## src/rtl/uart_cmd_rx.sv

```systemverilog
`default_nettype none
// ============================================================================
// uart_cmd_rx : 8N1 UART receiver with "dddd.dd<LF>" parser to packed BCD
// Rev 1.0
// ============================================================================
module uart_cmd_rx #(
  parameter int CLK_FREQ = 50_000_000,
  parameter int BAUD     = 115200
) (
  input  logic        clk,
  input  logic        rst,
  input  logic        rx,
  output logic [23:0] cmd_data,
  output logic        cmd_vld,
  output logic        cmd_err
);

  localparam int BAUD_DIV = CLK_FREQ / BAUD;
  localparam int CNT_W    = $clog2(BAUD_DIV);
  localparam logic [CNT_W-1:0] HALF_TICK = CNT_W'(BAUD_DIV / 2 - 1);
  localparam logic [CNT_W-1:0] FULL_TICK = CNT_W'(BAUD_DIV - 1);

  localparam logic [1:0] S_IDLE  = 2'd0;
  localparam logic [1:0] S_START = 2'd1;
  localparam logic [1:0] S_DATA  = 2'd2;
  localparam logic [1:0] S_STOP  = 2'd3;

  localparam logic [1:0] P_EMPTY   = 2'd0;
  localparam logic [1:0] P_INT     = 2'd1;
  localparam logic [1:0] P_FRAC    = 2'd2;
  localparam logic [1:0] P_DISCARD = 2'd3;

  logic             rx_meta;
  logic             rx_s;
  logic [1:0]       bit_state;
  logic [1:0]       bit_state_nxt;
  logic [CNT_W-1:0] baud_cnt;
  logic [2:0]       bit_idx;
  logic [7:0]       shift_r;
  logic             half_tick;
  logic             full_tick;
  logic             cnt_clr;
  logic             data_shift;
  logic             stop_ok;
  logic             stop_bad;
  logic             byte_vld;
  logic             frm_err;

  // Idle-high line: reset the synchroniser to 1 so reset never looks like a start bit
  always_ff @(posedge clk) begin
    if (rst) begin
      rx_meta <= 1'b1;
      rx_s    <= 1'b1;
    end else begin
      rx_meta <= rx;
      rx_s    <= rx_meta;
    end
  end

  assign half_tick = (baud_cnt == HALF_TICK);
  assign full_tick = (baud_cnt == FULL_TICK);

  always_ff @(posedge clk) begin
    if (rst) bit_state <= S_IDLE;
    else     bit_state <= bit_state_nxt;
  end

  always_comb begin
    bit_state_nxt = bit_state;
    case (bit_state)
      S_IDLE:  if (!rx_s) bit_state_nxt = S_START;
      S_START: if (half_tick) bit_state_nxt = rx_s ? S_IDLE : S_DATA;
      S_DATA:  if (full_tick && bit_idx == 3'd7) bit_state_nxt = S_STOP;
      S_STOP:  if (full_tick) bit_state_nxt = S_IDLE;
      default: bit_state_nxt = S_IDLE;
    endcase
  end

  always_comb begin
    cnt_clr    = 1'b0;
    data_shift = 1'b0;
    stop_ok    = 1'b0;
    stop_bad   = 1'b0;
    case (bit_state)
      S_IDLE:  cnt_clr = 1'b1;
      S_START: cnt_clr = half_tick;
      S_DATA: begin
        cnt_clr    = full_tick;
        data_shift = full_tick;
      end
      S_STOP: begin
        cnt_clr  = full_tick;
        stop_ok  = full_tick & rx_s;
        stop_bad = full_tick & ~rx_s;
      end
      default: cnt_clr = 1'b1;
    endcase
  end

  always_ff @(posedge clk) begin
    if (rst) begin
      baud_cnt <= '0;
      bit_idx  <= '0;
      shift_r  <= '0;
      byte_vld <= 1'b0;
      frm_err  <= 1'b0;
    end else begin
      baud_cnt <= cnt_clr ? '0 : baud_cnt + CNT_W'(1);
      if (bit_state == S_IDLE) begin
        bit_idx <= '0;
      end else if (data_shift) begin
        bit_idx <= bit_idx + 3'd1;
        shift_r <= {rx_s, shift_r[7:1]};
      end
      byte_vld <= stop_ok;
      frm_err  <= stop_bad;
    end
  end

  logic [1:0]  p_state;
  logic [1:0]  p_state_nxt;
  logic [15:0] int_r;
  logic [2:0]  int_cnt;
  logic [7:0]  frac_r;
  logic [1:0]  frac_cnt;
  logic        is_digit;
  logic        is_dot;
  logic        is_cr;
  logic        is_lf;
  logic        in_int;
  logic        line_end;
  logic        has_digit;
  logic        int_shift;
  logic        frac_shift;
  logic        emit_vld;
  logic        emit_err;
  logic [7:0]  frac_field;

  assign is_digit  = (shift_r >= 8'h30) && (shift_r <= 8'h39);
  assign is_dot    = (shift_r == 8'h2E);
  assign is_cr     = (shift_r == 8'h0D);
  assign is_lf     = (shift_r == 8'h0A);
  assign in_int    = (p_state == P_EMPTY) || (p_state == P_INT);
  assign line_end  = byte_vld & is_lf;
  assign has_digit = (int_cnt != 3'd0) || (frac_cnt != 2'd0);

  always_ff @(posedge clk) begin
    if (rst) p_state <= P_EMPTY;
    else     p_state <= p_state_nxt;
  end

  always_comb begin
    p_state_nxt = p_state;
    if (frm_err) begin
      p_state_nxt = P_DISCARD;
    end else if (byte_vld) begin
      if (is_lf) begin
        p_state_nxt = P_EMPTY;
      end else if (is_cr) begin
        p_state_nxt = p_state;
      end else if (is_digit) begin
        if (in_int)
          p_state_nxt = (int_cnt < 3'd4) ? P_INT : P_DISCARD;
        else if (p_state == P_FRAC)
          p_state_nxt = (frac_cnt < 2'd2) ? P_FRAC : P_DISCARD;
      end else if (is_dot) begin
        p_state_nxt = in_int ? P_FRAC : P_DISCARD;
      end else begin
        p_state_nxt = P_DISCARD;
      end
    end
  end

  always_comb begin
    int_shift  = byte_vld & is_digit & in_int & (int_cnt < 3'd4);
    frac_shift = byte_vld & is_digit & (p_state == P_FRAC) & (frac_cnt < 2'd2);
    emit_vld   = line_end & ((p_state == P_INT) | ((p_state == P_FRAC) & has_digit));
    emit_err   = line_end & ((p_state == P_DISCARD) | ((p_state == P_FRAC) & ~has_digit));
    case (frac_cnt)
      2'd2:    frac_field = frac_r;
      2'd1:    frac_field = {frac_r[3:0], 4'h0};
      default: frac_field = 8'h00;
    endcase
  end

  always_ff @(posedge clk) begin
    if (rst || line_end) begin
      int_r    <= '0;
      int_cnt  <= '0;
      frac_r   <= '0;
      frac_cnt <= '0;
    end else begin
      if (int_shift) begin
        int_r   <= {int_r[11:0], shift_r[3:0]};
        int_cnt <= int_cnt + 3'd1;
      end
      if (frac_shift) begin
        frac_r   <= {frac_r[3:0], shift_r[3:0]};
        frac_cnt <= frac_cnt + 2'd1;
      end
    end
  end

  always_ff @(posedge clk) begin
    if (rst) begin
      cmd_data <= '0;
      cmd_vld  <= 1'b0;
      cmd_err  <= 1'b0;
    end else begin
      cmd_vld <= emit_vld;
      cmd_err <= emit_err;
      if (emit_vld) cmd_data <= {int_r, frac_field};
    end
  end

endmodule
`default_nettype wire

```

## config.mk

```make
export PLATFORM = sky130hd
export DESIGN_NAME = uart_cmd_rx
export DESIGN_NICKNAME = d
export VERILOG_FILES = /design/src/rtl/uart_cmd_rx.sv
export SDC_FILE = /design/constraint.sdc
export NUM_CORES = 1
export LEC_CHECK = 0
export CORE_ASPECT_RATIO = 1.1
export CORE_MARGIN = 2
export CORE_UTILIZATION = 32
export CTS_BUF_LIST = sky130_fd_sc_hd__clkbuf_8
export DETAILED_ROUTE_END_ITERATION = 16
export HOLD_SLACK_MARGIN = 0.03
export PLACE_DENSITY_LB_ADDON = 0.2
export SYNTH_ARGS = -nofsm -noshare
export SYNTH_HDL_FRONTEND = slang
export SYNTH_SLANG_ARGS = --single-unit
```

## constraint.sdc

```tcl
create_clock -name clk -period 2.18 [get_ports clk]
set_input_delay 0.327 -clock clk [delete_from_list [all_inputs] [get_ports clk]]
set_output_delay 0.327 -clock clk [all_outputs]
set_load 0.02 [all_outputs]
```

==> results.yml, run 1 <==
finish:
  ff_latch_area_mm2: 0.00166
  drive_gt1_share_pct: 8.59
  multi_input_area_mm2: 0.00164
  layout_commonest_cell: "dfxtp_1"
  layout.cells.non_filler: 562
  nFillCells: 1073
  final_nets: 427
  areaGrowthSynthToFinish_pct: 17.3
  diodes: 0
  layout_common_cells: "dfxtp_1, a21oi_1, nor2_1"
route:
  vias: 2694
  initialDrtViolationCount: 77
  route.detailed.drc: 0
  drtAntennaViolNets: 0
  wire_per_inst_um: 12.7
  dr.pass1.iters: 5
  drt-total-wl_um: 7150
  vias_per_cell: 4.79
logic_synthesis:
  ys_warn_count: 0
  yosysTopAreaCell: "dfxtp_1"
  yosys_register_bits: 83
  synthTopCellsByArea: "dfxtp_1, mux2i_1, a21oi_1, nor2_1, ha_1"
  syn_area_per_cell_um2: 8.99
  synth_seq_area_share_pct: 47.7
  yosysTopAreaCellShare_pct: 47.7
  synth_area_mm2: 0.00348
  syn_nets: 400
  ys_types: 41
  syn-instance-count: 387
timing:
  setup_slack_ns: 0.357
  hold_viol: 0
  tightest_slew_ns: 0.745
  maxSlewHeadroom_pct: 50.3
  grt_setup_unrepaired: "no"
  finalSetupTns_ns: 0
  clock_skew_ns: 0.0129
  setup_violations: 0
  fmax_mhz: 549
  timing.final.crit_share_pct: 83.6
  maxSlewViolCount: 0
  period_needed_ns: 1.82
critical_path:
  cp_max_fo: 25
  critPathCaptureType: "flop"
  cp_slowest_cell: "o21a_1"
  ff2ff_setup_slack_ns: 0.36
  worstPathArrival_ns: 2.10
  path_cells: "inv_1 > ha_1 > and3b_1 > o21a_1 > o21ai_0 > a21oi_1"
  slowest_delay_ns: 0.63
  startpoint_type: "flop"
  worstSetupPathType: "reg2reg"
  cp.required_ns: 2.46
grt:
  antenna_found_initial: 0
  grt_max_degree: 43
  grt_pass1_vias: 2511
  grt-ovfl-total: 0
  grt_pass1_wl_um: 12000
  grt_usage_pct: 12.9
clock_network:
  cts_resized: 0
  cts_made_buffers: 9
  cts_max_level: 3
  clockRootBuffer: "clkbuf_8"
  clockBufferDepth: 2
  clkLatencyLatePin_ns: 0.35
  cts_setup_buffers: 0
  postCtsHoldBufs: 0
  tritoncts: "yes"
  cts.sinks: 83
  clkTransAtPathRegs_ns: 0.09
place:
  dp_cells: 546
  detailedPlace.worstSlack_ns: 0.360
  place_congestion: 0.768
  post-dp-hpwl_um: 4930
  io_buffers: 28
floorplanning:
  start_util_pct: 33.2
  rows: 39
  die_w_um: 103
  core_area_mm2: 0.0105
  dieArea_mm2: 0.0117
  io_pins: 29
  die_y_um: 113
flow_run:
  maxCapViolations: 0
power:
  power.density_mw_per_mm2: 631
  ir_drop_mv: 0.259
  p_leak_nw: 1.53
min_path:
  hold_class: "reg2reg"
outcome:
  outcome: "complete, no violations"
==> where the power goes <==
part | internal [mW] | switching [mW] | leakage, nW | total, mW
clock | 0.445 | 0.546 | 0.0936 | 0.991
combinational | 0.0201 | 0.0393 | 0.768 | 0.0594
sequential | 1.52 | 0.00830 | 0.669 | 1.53
total | 1.99 | 0.594 | 1.53 | 2.58
==> worst max-delay path: cells and delay by family, from the launching register on <==
| kind | cells | cell delay (ns) |
|---|---|---|
| AOI/OAI and AO/OA | 3 | 0.96 |
| adders and majority gates | 1 | 0.16 |
| buffers and inverters | 1 | 0.11 |
| DFF | 1 | 0.32 |
| and+or+nand+nor | 1 | 0.20 |
==> layout make-up <==
cell class	count	area share [%]
multi-input cells	266	40.1
clock buffers	10	3.37
well taps	143	4.38
repair buffers	41	9.25
clock inverters	6	1.04
inverters	13	1.19
flip-flops and latches	83	40.7
==> path summary, 6_finish.rpt <==
check / startpoint / cells past startpoint / end
hold / removal: rx_meta / 1 / rx_s
setup / recovery: frac_cnt[0] / 6 / cmd_data[9]
hold reg to reg: rx_meta / 1 / rx_s
setup reg to reg: frac_cnt[0] / 6 / cmd_data[9]
==> Yosys cell counts, drive strengths merged <==
cell type,n
nor2b,5
nand4b,1
a21oi,42
and4bb,3
and3,1
or4,1
nor2,38
nand2,32
mux2i,23
o21ai,28
xnor2,3
nor4bb,1
nand4bb,1
a41oi,1
and4,2
or2,3
o21a,2
o2111a,1
and3b,4
dfxtp,83
o22ai,1
clkbuf,13
nand3,22
o32ai,1
ha,10
xor2,6
a22o,4
nor3,6
nand2b,4
a31oi,3
a2111oi,1
buf,12
o211ai,1
nand4,15
inv,13
==> stage by stage <==
step | hold WS [ns] | utilization [%] | total power [mW] | cell area [µm²]
after detailed placement | 0.394 | 37.2 | 1.63 | 3900
after global placement | 0.392 | 37.2 | 1.62 | 3900
after global routing | 0.427 | 38.9 | 2.70 | 4080
final | 0.412 | 38.9 | 2.58 | 4080
after floorplan | 0.389 | - | 1.60 | 3480
after CTS | 0.413 | 38.9 | 2.63 | 4080
==> sequential cells by signal (all words and copies together) (netlist names), 2 cells and up, named ones only <==
register,flops
baud_cnt,9
bit_idx,3
cmd_data,24
frac_cnt,2
frac_r,8
int_cnt,3
int_r,16
p_state,2
shift_r,8
==> cell families after synthesis <==
family	count (synthesis)	share of synthesized area, %
buf+inv	38	5.25
simple gates	139	21.0
fa+ha+maj	10	3.59
compound gates	85	13.5
mux	23	6.61
flops	83	47.7
xor+xnor	9	2.26
==> routing by layer <==
metal | global-route usage [%] | vias to the layer above | wire (µm)
met4 | 5.79 | 0 | 114
li1 | - | 1412 | -
met3 | 2.21 | 8 | 251
met1 | 17.7 | 1233 | 3580
met5 | 0 | - | 0
met2 | 19.6 | 41 | 3200
No activity file was read; power rests on OpenSTA's default activity.
==> run 2: changes to the inputs <==
Clock period 2.18 ns to 1.6 ns, I/O delays scaled along.
==> run 2 against run 1 <==
The run now ends with setup timing left; fmax increased by 7.2%; non-clock buffer count grew 24; sequential power grew 36%; critical path depth unchanged; clock power increased by 65%; first-iteration DRC count shrank 14%; global-route usage up 0.93 points; sequential share of layout area decreased by 4.4 points; clock-buffer cell count is 1 lower; final cell count rose by 4.3%; via count rose by 6.3%; critical path type unchanged; largest cell class is now multi-input gates; highest routed layer unchanged.
==> results.yml, run 2 (synthesized netlist as in run 1, its figures left out) <==
grt:
  grt_pass1_vias: 2672
  grt-ovfl-total: 0
  grt_pass1_wl_um: 12800
  grt_usage_pct: 13.8
  grt_max_degree: 43
  antenna_found_initial: 0
power:
  ir_drop_mv: 0.481
  power.density_mw_per_mm2: 840
  seq_power_share_pct: 54.1
  switching_share_pct: 24.7
  p_clk_share_pct: 42.5
  power.total_mw: 3.85
  p_int_mw: 2.90
  p_comb_share_pct: 3.4
  p_leak_nw: 1.98
  p_switching_uw: 951
timing:
  setup_slack_ns: -0.101
  finalSetupTns_ns: -3.11
  hold_viol: 0
  timing.final.crit_share_pct: 106
  period_needed_ns: 1.70
  fmax_mhz: 588
  clock_skew_ns: 0.0105
  timing.hold.ws_ns: 0.417
  maxSlewViolCount: 0
  tightest_slew_ns: 0.247
  setup_violations: 54
  maxSlewHeadroom_pct: 83.1
  grt_setup_unrepaired: "yes"
route:
  drt-total-wl_um: 7800
  initialDrtViolationCount: 66
  vias_per_cell: 4.89
  dr.pass1.iters: 4
  vias: 2864
  wire_per_inst_um: 13.3
  route.detailed.drc: 0
  drtAntennaViolNets: 0
critical_path:
  timing.rr.start: "shift_r[6]"
  ff2ff_setup_slack_ns: -0.10
  reg2regPathDepth: 6
  path_cells: "or4_4 > nand4bb_4 > buf_6 > nand2_8 > buf_6 > o32ai_1"
  critical_path.top_delay_family: "simple AND/OR/NAND/NOR gates"
  crit_buf_inv: 2
  critPathCaptureType: "flop"
  cp_slowest_cell: "or4_4"
  cp.required_ns: 1.84
  startpoint: "shift_r[6]"
  cp-endpoint: "p_state[1]"
  worst-path-stages: 6
  cp_max_fo: 6
  worstSetupPathType: "reg2reg"
  slowest_delay_ns: 0.54
  worstPathArrival_ns: 1.94
  crit_top_cell: "buf_6"
  startpoint_type: "flop"
  timing.rr.end: "p_state[1]"
place:
  io_buffers: 28
  post_dp_cell_area_mm2: 0.00414
  post-dp-hpwl_um: 5240
  place_congestion: 0.724
  detailedPlace.worstSlack_ns: -0.0858
  dp_cells: 567
flow_run:
  maxCapViolations: 0
floorplanning:
  rows: 39
  start_util_pct: 33.2
  dieArea_mm2: 0.0117
  core_area_mm2: 0.0105
  io_pins: 29
  die_w_um: 103
  die_y_um: 113
clock_network:
  clkTransAtPathRegs_ns: 0.09
  cts_max_level: 3
  clockBufferDepth: 2
  postCtsHoldBufs: 0
  tritoncts: "yes"
  cts_made_buffers: 9
  clkLatencyLatePin_ns: 0.36
  clockRootBuffer: "clkbuf_8"
  cts.sinks: 83
finish:
  top_register: "cmd_data"
  layout_common_cells: "dfxtp_1, nor2_1, nand2_1"
  utilization_pct: 43.6
  drive_gt1_share_pct: 19.9
  areaGrowthSynthToFinish_pct: 31.5
  largestRegisters: "cmd_data: 24 flops, int_r: 16 flops, baud_cnt: 9 flops"
  diodes: 0
  nFillCells: 1050
  layout.cells.non_filler: 586
  layout_commonest_cell: "dfxtp_1"
  fin_area_mm2: 0.00458
  largest_reg_flops: 24
  final_nets: 451
min_path:
  whs_path_depth: 1
  hold_class: "reg2reg"
  min_from: "rx_meta"
outcome:
  outcome: "complete, but fails checks"
  failed_checks: "setup timing"
run 2: cell types whose count changed in the layout (fill, tap and decap cells not counted), sizes merged:
cell,change
buf,+22
clkinv,-4
clkbuf,+1
clkdlybuf4s50,-14
clkinvlp,-1
bufinv,+1
inv,+5
dlymetal6s2s,+14
run 2: worst min-delay path by stage:
| stage | slack, ns | end |
|---|---|---|
| 3_5_place_dp | 0.40 | rx_s |
| 2_1_floorplan | 0.34 | rx_meta |
| 4_1_cts | 0.42 | rx_s |
| 3_3_place_gp | 0.39 | rx_s |
| 6_report | 0.42 | rx_s |
| 5_1_grt | 0.44 | rx_meta |
run 2: what timing repair did:
item	CTS	global route
setup buffers	0	1
setup endpoints to repair	51	70
pin swaps	3	8
cloned	0	2
resized for setup	7	46
run 2: worst reg2reg max path: stages (launching register included):
cell	delay, ns
dfxtp_2	0.33
or4_4	0.54
nand4bb_4	0.27
buf_6	0.15
nand2_8	0.09
buf_6	0.13
o32ai_1	0.08
run 2: power by group through the flow:
stage               registers [mW]  logic, mW  clock network, mW
CTS                           2.08      0.100               1.69
detailed placement            2.13     0.0962                  0
floorplan                     2.13     0.0577                  0
global route                  2.08      0.142               1.80
finish                        2.08      0.131               1.64
global placement              2.13     0.0947                  0
run 2: layout make-up:
cell class	count	area [µm²]	area share, %
Inverter	13	48.8	1.07
Multi-Input combinational cell	266	1750	38.3
Clock inverter	7	87.6	1.91
Clock buffer	9	124	2.71
Timing Repair Buffer	65	722	15.8
Tap cell	143	179	3.91
Sequential cell	83	1660	36.3
run 2: routing by layer:
metal	share of wire (%)	track usage, %
met1	48	18.6
met2	48	21.8
met3	3.4	3.49
met4	0.79	3.95
met5	0	0
==> RTL change 1 (flow settings as in run 1) <==
Change the parameter `CLK_FREQ` from 50_000_000 to 100_000_000.
--- a/src/rtl/uart_cmd_rx.sv
+++ b/src/rtl/uart_cmd_rx.sv
@@ -4,7 +4,7 @@
 // Rev 1.0
 // ============================================================================
 module uart_cmd_rx #(
-  parameter int CLK_FREQ = 50_000_000,
+  parameter int CLK_FREQ = 100_000_000,
   parameter int BAUD     = 115200
 ) (
   input  logic        clk,
Function: same outputs for any inputs over 10 cycles, from zero or initial values and one cycle with rst high; that may be too few to reach the edited logic, so the function may still have changed.
==> RTL change 1 against run 1 <==
- final area is 3.2% higher
- first-iteration DRC count down 3.9%
- worst setup slack improved by 0.022 ns
- synthesized area up 1.7%
- utilization is 0.10 points lower
- clock skew is 0.0034 ns lower
- clock power grew 24%
- sequential cell count increased by 1
- power up 9.2%
- via count is 1.0% higher
- wire length up 1.6%
- critical endpoint is now int_r[5]
==> RTL change 1: results (changes against run 1) <==
* Gpl congestion at 0.7764 (+1.1%)
* Total nets after synthesis at 404 (+1.0%)
* Largest registers: cmd_data: 24 flops, int_r: 16 flops, baud_cnt: 10 flops
* Synth cell types at 46 (+12%)
* IR Drop Worst-Case VDD at 0.2758 mV (+6.3%)
* Number of optimization iterations in the first detailed-route pass at 4 (-1)
* Global routing usage summed across all routing layers at 12.89% (+0.020 points)
* Delay of the slowest critical-path stage at 0.53 ns (-0.10 ns)
* Final setup skew at 0.009573 ns (-0.003351 ns)
* Internal Pwr Total at 2.205 mW (+11%)
* Synthesis Warnings at 0 (unchanged)
* Most numerous cell types in the synthesized netlist: dfxtp_1, nor2_1, a21oi_1
* Pin count of the biggest net entering global routing at 43 (unchanged)
* Post-DP HPWL at 4.944 mm (+0.35%)
* First-pass GRT wire length at 12.55 mm (+4.6%)
* Arrival @ worst endpoint at 2.05 ns (-0.05 ns)
* Vias in the first global route at 2,604 (+3.7%)
* Placed inst area at 3993 um2 (+2.3%)
* Detailed router's first-iteration violation count at 74 (-3.9%)
* Worst slack, placed at 0.3718 ns (+0.01142 ns)
* Proportion of synthesized chip area in sequential cells at 47.52% (-0.21 points)
* Fraction of final layout cells with drive strength greater than 1 at 9.434% (+0.84 points)
* Via Count at 2,722 (+1.0%)
* Run status: finished, final reports clean
* Number of buffers added by the clock tree synthesis step at 9 (unchanged)
* Antenna diode instance count at 0 (unchanged)
* Worst Max-Slew Pin Slew at 0.5384 ns (-0.2065 ns)
* WL per Instance at 12.73 um (about the same)
* Highest net fanout along the worst path at 13 (-48%)
* Initial antenna violation count at 0 (unchanged)
* Final-stage net count at 431 (+0.94%)
* CP max stage cell: or4_4
* Pleak at 1.525 nW (-0.37%)
* Ranking of synthesized cells by area: dfxtp_1, mux2i_1, a21oi_1, nor2_1, nand2_1
* Tightest Hold Check Type: flop to flop
* CP delay by family, top: simple AND/OR/NAND/NOR gates
## RTL change 1: area by class of cell
type,instances,area [um2]
flip-flops and latches,84,1682
inverters,12,45.04
multi-input cells,271,1679
well taps,147,183.9
clock buffers,9,123.9
clock inverters,7,100.1
fillers,1133,6644
repair buffers,41,402.9
## RTL change 1: power by group through the flow
stage | clock, mW | sequential (mW) | combinational, mW
floorplan | 0 | 1.57 | 0.0303
global placement | 0 | 1.58 | 0.0468
detailed placement | 0 | 1.58 | 0.0465
CTS | 1.28 | 1.54 | 0.0466
global route | 1.34 | 1.54 | 0.0509
finish | 1.23 | 1.54 | 0.0454
## RTL change 1: stage by stage
step / util (%) / power [mW] / hold WS (ns) / cells
floorplan: - / 1.604 / 0.3895 / 392
global placement: 36.76 / 1.623 / 0.3927 / 555
detailed placement: 36.76 / 1.623 / 0.3977 / 555
CTS: 38.82 / 2.865 / 0.4173 / 571
global route: 38.82 / 2.936 / 0.4346 / 571
finish: 38.82 / 2.816 / 0.4125 / 571
## RTL change 1: cells by family after synthesis
family | Yosys count | share of synthesized area [%]
adder cells (fa/ha/maj) | 9 | 3.183
buffers and inverters | 37 | 5.021
XOR/XNOR | 10 | 2.475
AO/OA/AOI/OAI | 86 | 14.07
AND/OR/NAND/NOR | 143 | 21.18
multiplexers | 23 | 6.542
flip-flops | 84 | 47.52
## RTL change 1: path summary, 6_finish.rpt
kind | start | end | slack (ns) | depth (start not counted)
max | shift_r[5] | int_r[5] | 0.38 | 5
min reg2reg | rx_meta | rx_s | 0.41 | 1
min | rx_meta | rx_s | 0.41 | 1
max reg2reg | shift_r[5] | int_r[5] | 0.38 | 5
## RTL change 1: routing by layer
layer / vias up / part of all wire (%) / track usage [%]
met5: - / 0 / 0
met4: 0 / 1.0 / 4.775
met3: 7 / 2.7 / 3.187
met2: 29 / 46 / 20.96
met1: 1257 / 50 / 16.63
li1: 1429 / - / -
==> RTL change 2 (settings of run 1) <==
Without the edit above. The output `cmd_vld` loses its register stage (`cmd_vld` becomes a continuous assignment).
--- a/src/rtl/uart_cmd_rx.sv
+++ b/src/rtl/uart_cmd_rx.sv
@@ -204,15 +204,15 @@
   always_ff @(posedge clk) begin
     if (rst) begin
       cmd_data <= '0;
-      cmd_vld  <= 1'b0;
       cmd_err  <= 1'b0;
     end else begin
-      cmd_vld <= emit_vld;
       cmd_err <= emit_err;
       if (emit_vld) cmd_data <= {int_r, frac_field};
     end
   end
 
+  assign cmd_vld = emit_vld;
+
 endmodule
 `default_nettype wire
 
Function: same outputs for any inputs over 10 cycles, from zero or initial values and one cycle with rst high; that may be too few to reach the edited logic, so the function may still have changed.
==> RTL change 2 against run 1 <==
- worst setup slack worse by 0.22 ns
- final cell count is 2.8% lower
- non-clock buffer count is 1 higher
- wire length is 0.66% higher
- global-route usage grew 0.68 points
- clock power is 26% higher
- synthesized area down 1.2%
- sequential cell count fell by 1
- via count fell by 0.37%
- final area is 1.1% higher
- combinational power grew 67%
- utilization is 0.61 points higher
- power rose by 11%
==> RTL change 2: results (changes against run 1) <==
* Post-synthesis share of cell area spent on xor and xnor gates at 2.292% (+0.027 points)
* Worst slack, placed at 0.06936 ns (-0.2910 ns)
* Met1 Routed Length at 3.368 mm (-6.0%)
* Count of filler cells inserted in the layout at 1,082 (+0.84%)
* Global routing usage summed across all routing layers at 13.55% (+0.68 points)
* Detailed route wirelength on metal3 at 230 um (-8.4%)
* Reg-to-Reg Start: baud_cnt[0]
* Ranking of synthesized cells by area: dfxtp_1, mux2i_1, nor2_1, a21oi_1, o21ai_0
* GR Util met2 at 22.31% (+2.7 points)
* Pleak at 1.573 nW (+2.7%)
* Synthesis Warnings at 0 (unchanged)
* Internal Pwr Total at 2.211 mW (+11%)
* Vias in the first global route at 2,606 (+3.8%)
* Placed inst area at 3909 um2 (+0.13%)
* Highest net fanout along the worst path at 3 (-88%)
* M1 GR Usage at 16.92% (-0.78 points)
* Final-stage net count at 412 (-3.5%)
* Gpl congestion at 0.7371 (-4.0%)
* Fraction of the mapped netlist area in adder cells at 3.638% (+0.043 points)
* Worst Max-Slew Pin Slew at 0.6428 ns (-0.1021 ns)
* Synth Area per Inst at 9.321 um2 (+3.6%)
* Multi-input combinational cell area at 1629 um2 (-0.46%)
* Run status: finished, final reports clean
* Total nets after synthesis at 382 (-4.5%)
* CP Capture Point: cmd_vld
* CP delay by family, top: flip-flops
* Routed Wire Length at 7.200 mm (+0.66%)
* Tightest Hold Check Type: flop to flop
* IR Drop Worst-Case VDD at 0.3865 mV (+49%)
* CP max stage cell: dfxtp_1
* Synth Area in Compound Gates at 12.44% (-1.1 points)
* Number of optimization iterations in the first detailed-route pass at 4 (-1)
* P_comb at 99.4 uW (+67%)
* R2R Setup Slk at around 0.36 ns
* Share of cell area taken by muxes after synthesis at 10.19% (+3.6 points)
* Post-DP HPWL at 4.948 mm (+0.44%)
* Total met2 wirelength after detailed routing at 3.457 mm (+7.9%)
* Most numerous cell types in the synthesized netlist: dfxtp_1, nor2_1, mux2i_1
* R2r endpoint: baud_cnt[3]
* Top routing layer in use: met4
* Placed cell count at 531 (-2.7%)
* Detailed router's first-iteration violation count at 122 (+58%)
* Fraction of power consumed by the clock network at 43.7% (+5.3 points)
* First-pass GRT wire length at 12.47 mm (+3.9%)
* Fraction of final layout cells with drive strength greater than 1 at 8.933% (+0.34 points)
* Met3 demand-to-capacity share in global routing at 2.532% (+0.33 points)
* Worst hold path depth at 1 (unchanged)
* Delay of the slowest critical-path stage at 0.34 ns (-0.29 ns)
* Proportion of synthesized chip area in sequential cells at 47.73% (about the same)
* Pins Over Slew Limit at 0 (unchanged)
* Number of standard cells in the layout, taps in and fillers out at 546 (-2.8%)
* Arrival @ worst endpoint at 1.72 ns (-0.38 ns)
* Overall power consumption at 2.858 mW (+11%)
* Synth cell types at 40 (-2.4%)
* Hold Worst Slack at 0.4203 ns (+0.007978 ns)
* Period minus WS final at 2.044 ns (+0.2210 ns)
* Final setup skew at 0.01326 ns (+0.0003390 ns)
* Worst Setup SP: frac_cnt[0]
* Depth of the worst register-to-register path at 5 (-1)
* DR vias/cell at 4.916 (+2.5%)
==> RTL change 2: changes by cell type after synthesis, sizes merged, moves of 4 or more <==
cell and change:
a21oi -13, mux2i +12, nand2 -27, nor2 +17
nor3 -5, o21ai +4, xnor2 +5, xor2 -5
==> RTL change 2: logic make-up after synthesis <==
| logic type | after synthesis |
|---|---|
| simple gates | 121 |
| flops | 82 |
| compound gates | 76 |
| buf+inv | 36 |
| mux | 35 |
| fa+ha+maj | 10 |
| xor+xnor | 9 |
==> RTL change 2: area by class of cell <==
cell class | count | share of cell area [%]
Sequential cell | 82 | 39.76
Multi-Input combinational cell | 251 | 39.45
Timing Repair Buffer | 42 | 9.818
Tap cell | 143 | 4.333
Clock buffer | 10 | 3.333
Clock inverter | 5 | 2.121
Inverter | 13 | 1.182
==> RTL change 2: timing repair <==
action | CTS | global route
hold buffers | 0 | 0
resized for setup | 3 | 1
endpoints found under the setup margin | 1 | 1
